File: config.mk
export PLATFORM = sky130hd
export DESIGN_NAME = imm_ext_pipe_flat
export DESIGN_NICKNAME = d
export VERILOG_FILES = /design/src/rtl/imm_ext_if.sv /design/src/rtl/imm_ext_pipe.sv /design/src/flat_wrapper.sv
export SDC_FILE = /design/constraint.sdc
export NUM_CORES = 1
export LEC_CHECK = 0
export CORE_MARGIN = 8
export CORE_UTILIZATION = 40
export CTS_CLUSTER_SIZE = 25
export DETAILED_ROUTE_END_ITERATION = 16
export MAX_ROUTING_LAYER = met4
export PLACE_DENSITY = 0.75
export SYNTH_ARGS = -nofsm -noshare
export SYNTH_HDL_FRONTEND = slang
export SYNTH_SLANG_ARGS = --single-unit
File: constraint.sdc
create_clock -name clk -period 1.5 [get_ports clk]
set_input_delay 0.375 -clock clk [delete_from_list [all_inputs] [get_ports clk]]
set_output_delay 0.375 -clock clk [all_outputs]
set_load 0.01 [all_outputs]
File: src/rtl/imm_ext_if.sv
// Immediate-extension stream bundle.
//   master : producer/consumer side; drives in_valid/in_imm/in_mode/out_ready
//   slave  : extension block; drives in_ready/out_valid/out_data/out_neg
interface imm_ext_if #(
  parameter int unsigned IN_W  = 16,
  parameter int unsigned OUT_W = 32
);
  logic             in_valid;
  logic             in_ready;
  logic [IN_W-1:0]  in_imm;
  logic [1:0]       in_mode;
  logic             out_valid;
  logic             out_ready;
  logic [OUT_W-1:0] out_data;
  logic             out_neg;

  modport master (
    output in_valid, in_imm, in_mode, out_ready,
    input  in_ready, out_valid, out_data, out_neg
  );

  modport slave (
    input  in_valid, in_imm, in_mode, out_ready,
    output in_ready, out_valid, out_data, out_neg
  );
endinterface

File: src/rtl/imm_ext_pipe.sv
// Immediate extender with a 2-entry in-order result buffer.
// Ports:
//   clk   : single clock, rising edge
//   rst_n : asynchronous active-low reset
//   bus   : imm_ext_if slave (in_valid/in_ready/in_imm/in_mode in,
//           out_valid/out_ready/out_data/out_neg out)
// Modes: 00 zero-extend, 01 sign-extend, 10 upper placement, 11 branch (sign << 2).
module imm_ext_pipe #(
  parameter int unsigned IN_W  = 16,
  parameter int unsigned OUT_W = 32
) (
  input  logic     clk,
  input  logic     rst_n,
  imm_ext_if.slave bus
);

  localparam int unsigned EXT_W = OUT_W - IN_W;

  generate
    if (OUT_W < IN_W + 2) begin : g_bad_width
      $error("imm_ext_pipe: OUT_W must be at least IN_W+2");
    end
  endgenerate

  logic [OUT_W-1:0] data_q [2];
  logic [OUT_W-1:0] data_d [2];
  logic             neg_q  [2];
  logic             neg_d  [2];
  logic             head_q, head_d;
  logic             tail_q, tail_d;
  logic [1:0]       count_q, count_d;

  logic [OUT_W-1:0] sign_c;
  logic [OUT_W-1:0] ext_c;
  logic             push_c;
  logic             pop_c;

  // Extension datapath, evaluated on the incoming immediate
  always_comb begin
    sign_c = {{EXT_W{bus.in_imm[IN_W-1]}}, bus.in_imm};
    ext_c  = '0;
    unique case (bus.in_mode)
      2'b00:   ext_c = {{EXT_W{1'b0}}, bus.in_imm};
      2'b01:   ext_c = sign_c;
      2'b10:   ext_c = {bus.in_imm, {EXT_W{1'b0}}};
      default: ext_c = {sign_c[OUT_W-3:0], 2'b00};
    endcase
  end

  // Ready depends only on registered occupancy
  assign bus.in_ready  = (count_q < 2'd2);
  assign bus.out_valid = (count_q != 2'd0);
  assign bus.out_data  = data_q[head_q];
  assign bus.out_neg   = neg_q[head_q];

  assign push_c = bus.in_valid & bus.in_ready;
  assign pop_c  = bus.out_valid & bus.out_ready;

  // Buffer next state
  always_comb begin
    data_d  = data_q;
    neg_d   = neg_q;
    head_d  = head_q;
    tail_d  = tail_q;
    count_d = count_q;
    if (push_c) begin
      data_d[tail_q] = ext_c;
      neg_d[tail_q]  = ext_c[OUT_W-1];
      tail_d         = ~tail_q;
    end
    if (pop_c) begin
      head_d = ~head_q;
    end
    unique case ({push_c, pop_c})
      2'b10:   count_d = count_q + 2'd1;
      2'b01:   count_d = count_q - 2'd1;
      default: count_d = count_q;
    endcase
  end

  // State registers
  always_ff @(posedge clk or negedge rst_n) begin
    if (!rst_n) begin
      data_q[0] <= '0;
      data_q[1] <= '0;
      neg_q[0]  <= 1'b0;
      neg_q[1]  <= 1'b0;
      head_q    <= 1'b0;
      tail_q    <= 1'b0;
      count_q   <= 2'd0;
    end else begin
      data_q  <= data_d;
      neg_q   <= neg_d;
      head_q  <= head_d;
      tail_q  <= tail_d;
      count_q <= count_d;
    end
  end

endmodule
File: src/flat_wrapper.sv
// flat-port wrapper written by rule: the top's interface ports become plain ports
module imm_ext_pipe_flat 
#(
  parameter int unsigned IN_W  = 16,
  parameter int unsigned OUT_W = 32
)
  (clk, rst_n, bus_in_valid, bus_in_imm, bus_in_mode, bus_out_ready, bus_in_ready, bus_out_valid, bus_out_data, bus_out_neg);
  imm_ext_if #(.IN_W(IN_W), .OUT_W(OUT_W)) bus_i ();
  input  logic clk;
  input  logic rst_n;
  input wire logic [$bits(bus_i.in_valid)-1:0] bus_in_valid;
  input wire logic [$bits(bus_i.in_imm)-1:0] bus_in_imm;
  input wire logic [$bits(bus_i.in_mode)-1:0] bus_in_mode;
  input wire logic [$bits(bus_i.out_ready)-1:0] bus_out_ready;
  output wire logic [$bits(bus_i.in_ready)-1:0] bus_in_ready;
  output wire logic [$bits(bus_i.out_valid)-1:0] bus_out_valid;
  output wire logic [$bits(bus_i.out_data)-1:0] bus_out_data;
  output wire logic [$bits(bus_i.out_neg)-1:0] bus_out_neg;
  assign bus_i.in_valid = bus_in_valid;
  assign bus_i.in_imm = bus_in_imm;
  assign bus_i.in_mode = bus_in_mode;
  assign bus_i.out_ready = bus_out_ready;
  assign bus_in_ready = bus_i.in_ready;
  assign bus_out_valid = bus_i.out_valid;
  assign bus_out_data = bus_i.out_data;
  assign bus_out_neg = bus_i.out_neg;
  imm_ext_pipe #(.IN_W(IN_W), .OUT_W(OUT_W)) u_core (.clk(clk), .rst_n(rst_n), .bus(bus_i));
endmodule
==> key figures <==
Outcome
  – Status: finished with violations
  – Failing checks: negative setup slack

Drt
  – Wire per inst: 16.13 um
  – Antenna violation net count after detailed routing: 0
  – Drt first pass iters: 4
  – Vias per inst: ~5.1
  – Via Count: between 2000 and 3000
  – Post-route DRC: 0
  – Drt initial violations: around 140
  – Wirelength, routed: 8127 um

STA
  – Worst setup margin: -0.3782 ns
  – Actual slew at the worst max-slew pin: between 0.3 and 0.4 ns
  – Final slew viol count: 0
  – Fin Clk Skew: 0.007809 ns
  – Fmax: approximately 530 MHz
  – Final period util: 125.2%
  – Slew headroom: between 70% and 80%
  – Final setup viols: 35
  – RSZ-0062 raised after global routing: yes
  – Fin. Hold Viols: 0
  – Final TNS setup: -10.32 ns
  – Min Tclk post-route: 1.878 ns

Floorplan
  – Core box area: approximately 7700 um2
  – Die width: ~100 um
  – Die area: 10980 um2
  – Row count: 32
  – Initial Util: 41.03%
  – Die height: between 100 and 150 um
  – I/O pin count: 57

Critical path
  – R2R Path End: u_core.count_q[1]
  – CP max stage delay: 0.44 ns
  – Delay-heaviest family, CP: flip-flops
  – WP buf/inv: 3
  – Most used cell, CP: buf_6
  – Crit path required time: 1.12 ns
  – CP Class: reg2out
  – CP startpoint kind: flip-flop
  – FF-to-FF Start: u_core.count_q[1]
  – FF-to-FF path depth: 7
  – Worst setup EP type: output pin
  – Worst-path cell chain: buf_6, buf_12, mux2_4, buf_6
  – Worst-path fanout max: 8
  – R2R Setup Slk: -0.02 ns
  – Crit-path slowest cell: dfrtp_2
  – Crit path DAT: 1.50 ns

Place
  – Hpwl dp: about 5600 um
  – Placer Congestion: 0.8263
  – IO Port Bufs: 56

Logic synthesis
  – Seq/Total Area, Yosys: 53.95%
  – Synthesized instance count: 319
  – Yosys warning total: 0
  – Netlist Area Pre-Place: 3154 um2
  – Syn_nets: 342
  – Avg Cell Area, Syn: 9.888 um2
  – Netlist cell types: 23
  – Register bit total from synthesis: 68

Job
  – Max cap viols: 0

Clocking
  – Clock sinks: 68
  – Latest clock arrival within the worst-skew pair: 0.34 ns
  – Max clock buf depth: 2
  – CTS Buf Count: 9
  – Clock-pin slew on the worst setup and hold paths: approximately 0.07 ns
  – Post-CTS Hold Buffers: 0
  – H-Tree Depth: 3
  – CTS tree: yes
  – Clk root buf: clkbuf_8

Final layout
  – Antenna cells: 0
  – Fin util: between 50% and 60%
  – Syn-to-layout area delta: 38.60%
  – Final net count: 420
  – Fraction of layout cells with a size suffix above 1: roughly 31%

Global routing
  – Largest net degree at the start of global routing: 69
  – Grt ovf: 0
  – Global-route wire length before repair: between 10000 and 15000 um
  – Vias in the first global route: 2620
  – GRT Overall Usage: roughly 15%
  – Initial antenna violation count: 0

Power and ir drop
  – Leakage dissipation: 0.002013 uW
  – VDD IR-drop max: 1.255 mV
  – Power Dens Cells: 2208 nW/um2

Hold path
  – Hold Path Class: in2async
-- how the worst max path moves through the flow --
stage	slack, ns	startpoint	cells past startpoint	to
finish	-0.38	u_core.head_q	4	bus_out_data[15]
global route	-0.41	u_core.head_q	4	bus_out_data[15]
CTS	-0.36	u_core.head_q	4	bus_out_data[15]
detailed placement	-0.40	bus_in_valid	5	u_core.data_q[40]
global placement	-0.36	bus_in_valid	5	u_core.data_q[35]
floorplan	-0.005	u_core.head_q	4	bus_out_data[31]
-- synthesized netlist by cell type --
master / count / area, um2
a21oi_1: 31 / 155.2
a22oi_2: 1 / 12.51
and2_0: 1 / 6.260
and2_1: 3 / 18.77
buf_2: 8 / 40.04
buf_4: 3 / 22.52
buf_6: 4 / 45.04
clkbuf_1: 9 / 33.78
dfrtp_1: 68 / 1702
ha_1: 1 / 12.51
inv_1: 2 / 7.510
mux2_2: 31 / 349.1
nand2_1: 65 / 244.0
nand2b_1: 3 / 18.77
nand3b_1: 1 / 7.510
nor2_1: 1 / 3.750
nor2b_1: 16 / 100.1
o21ai_0: 47 / 235.2
o21ai_1: 18 / 90.09
or2_2: 1 / 6.260
or3b_1: 1 / 8.760
xnor2_1: 3 / 26.28
xor2_1: 1 / 8.760
-- kinds of logic after synthesis --
kind of cell	count (synthesis)	synth area share (%)
adders and majority gates	1	0.3966
buffers and inverters	26	4.720
AOI/OAI and AO/OA	97	15.63
muxes	31	11.07
xor gates and xnor gates	4	1.111
DFF	68	53.95
and+or+nand+nor	92	13.13
-- through the flow --
step | total power, uW | cells | cell area, um2 | hold slack (ns) | worst slack, ns
finish | 9653 | 504 | 4372 | 0.03621 | -0.3782
global route | 10300 | 504 | 4372 | 0.05412 | -0.4119
CTS | 9709 | 505 | 4357 | 0.05304 | -0.3621
detailed placement | 7534 | 483 | 4011 | 0.4236 | -0.3964
global placement | 7405 | 483 | 4011 | 0.4201 | -0.3615
floorplan | 5456 | 319 | 3164 | 0.07941 | -0.004693
-- area by class of cell --
type | count | area, um2
fillers | 663 | 3316
flip-flops and latches | 68 | 1703
multi-input cells | 225 | 1354
repair buffers | 91 | 962.2
clock buffers | 12 | 145.1
well taps | 102 | 127.6
clock inverters | 4 | 72.57
inverters | 2 | 7.507
-- state kept, by name (all words and copies together), names as in the netlist --
name / cells
u_core.count_q: 2
u_core.data_q: 62
u_core.head_q: 1
u_core.neg_q: 2
u_core.tail_q: 1
-- per-layer routing --
layer	vias to the layer above	wire length [um]	track usage [%]
met5	-	0	-
met4	0	121	5.199
met3	13	364	4.545
met2	85	3924	23.08
met1	1240	3718	19.09
li1	1230	-	-
-- timing repair --
action | in CTS | in global routing
setup buffers | 5 | 0
resized for setup | 180 | 11
pin swaps | 6 | 0
cloned | 1 | 1
setup endpoints to repair | 45 | 63
-- power breakdown --
| group | internal, uW | total [uW] | switching, uW | leakage (uW) |
|---|---|---|---|---|
| Sequential | 2720 | 3180 | 457 | 0.000865 |
| Clock | 981 | 1670 | 692 | 0.000107 |
| Combinational | 2710 | 4800 | 2090 | 0.00104 |
-- layout by cell type (no fill, tap or decap), drive strengths merged, types with 2 or more instances in the layout --
cell           Yosys  final
nand2             65     65
bufinv             0      2
xnor2              3      3
nor2b             16     16
mux2              31     31
clkdlybuf4s50      0     20
and2               4      4
buf               15     69
inv                2      2
o21ai             65     65
a21oi             31     31
clkbuf             9     13
dfrtp             68     68
nand2b             3      3
No activity file was read; power rests on OpenSTA's default activity.
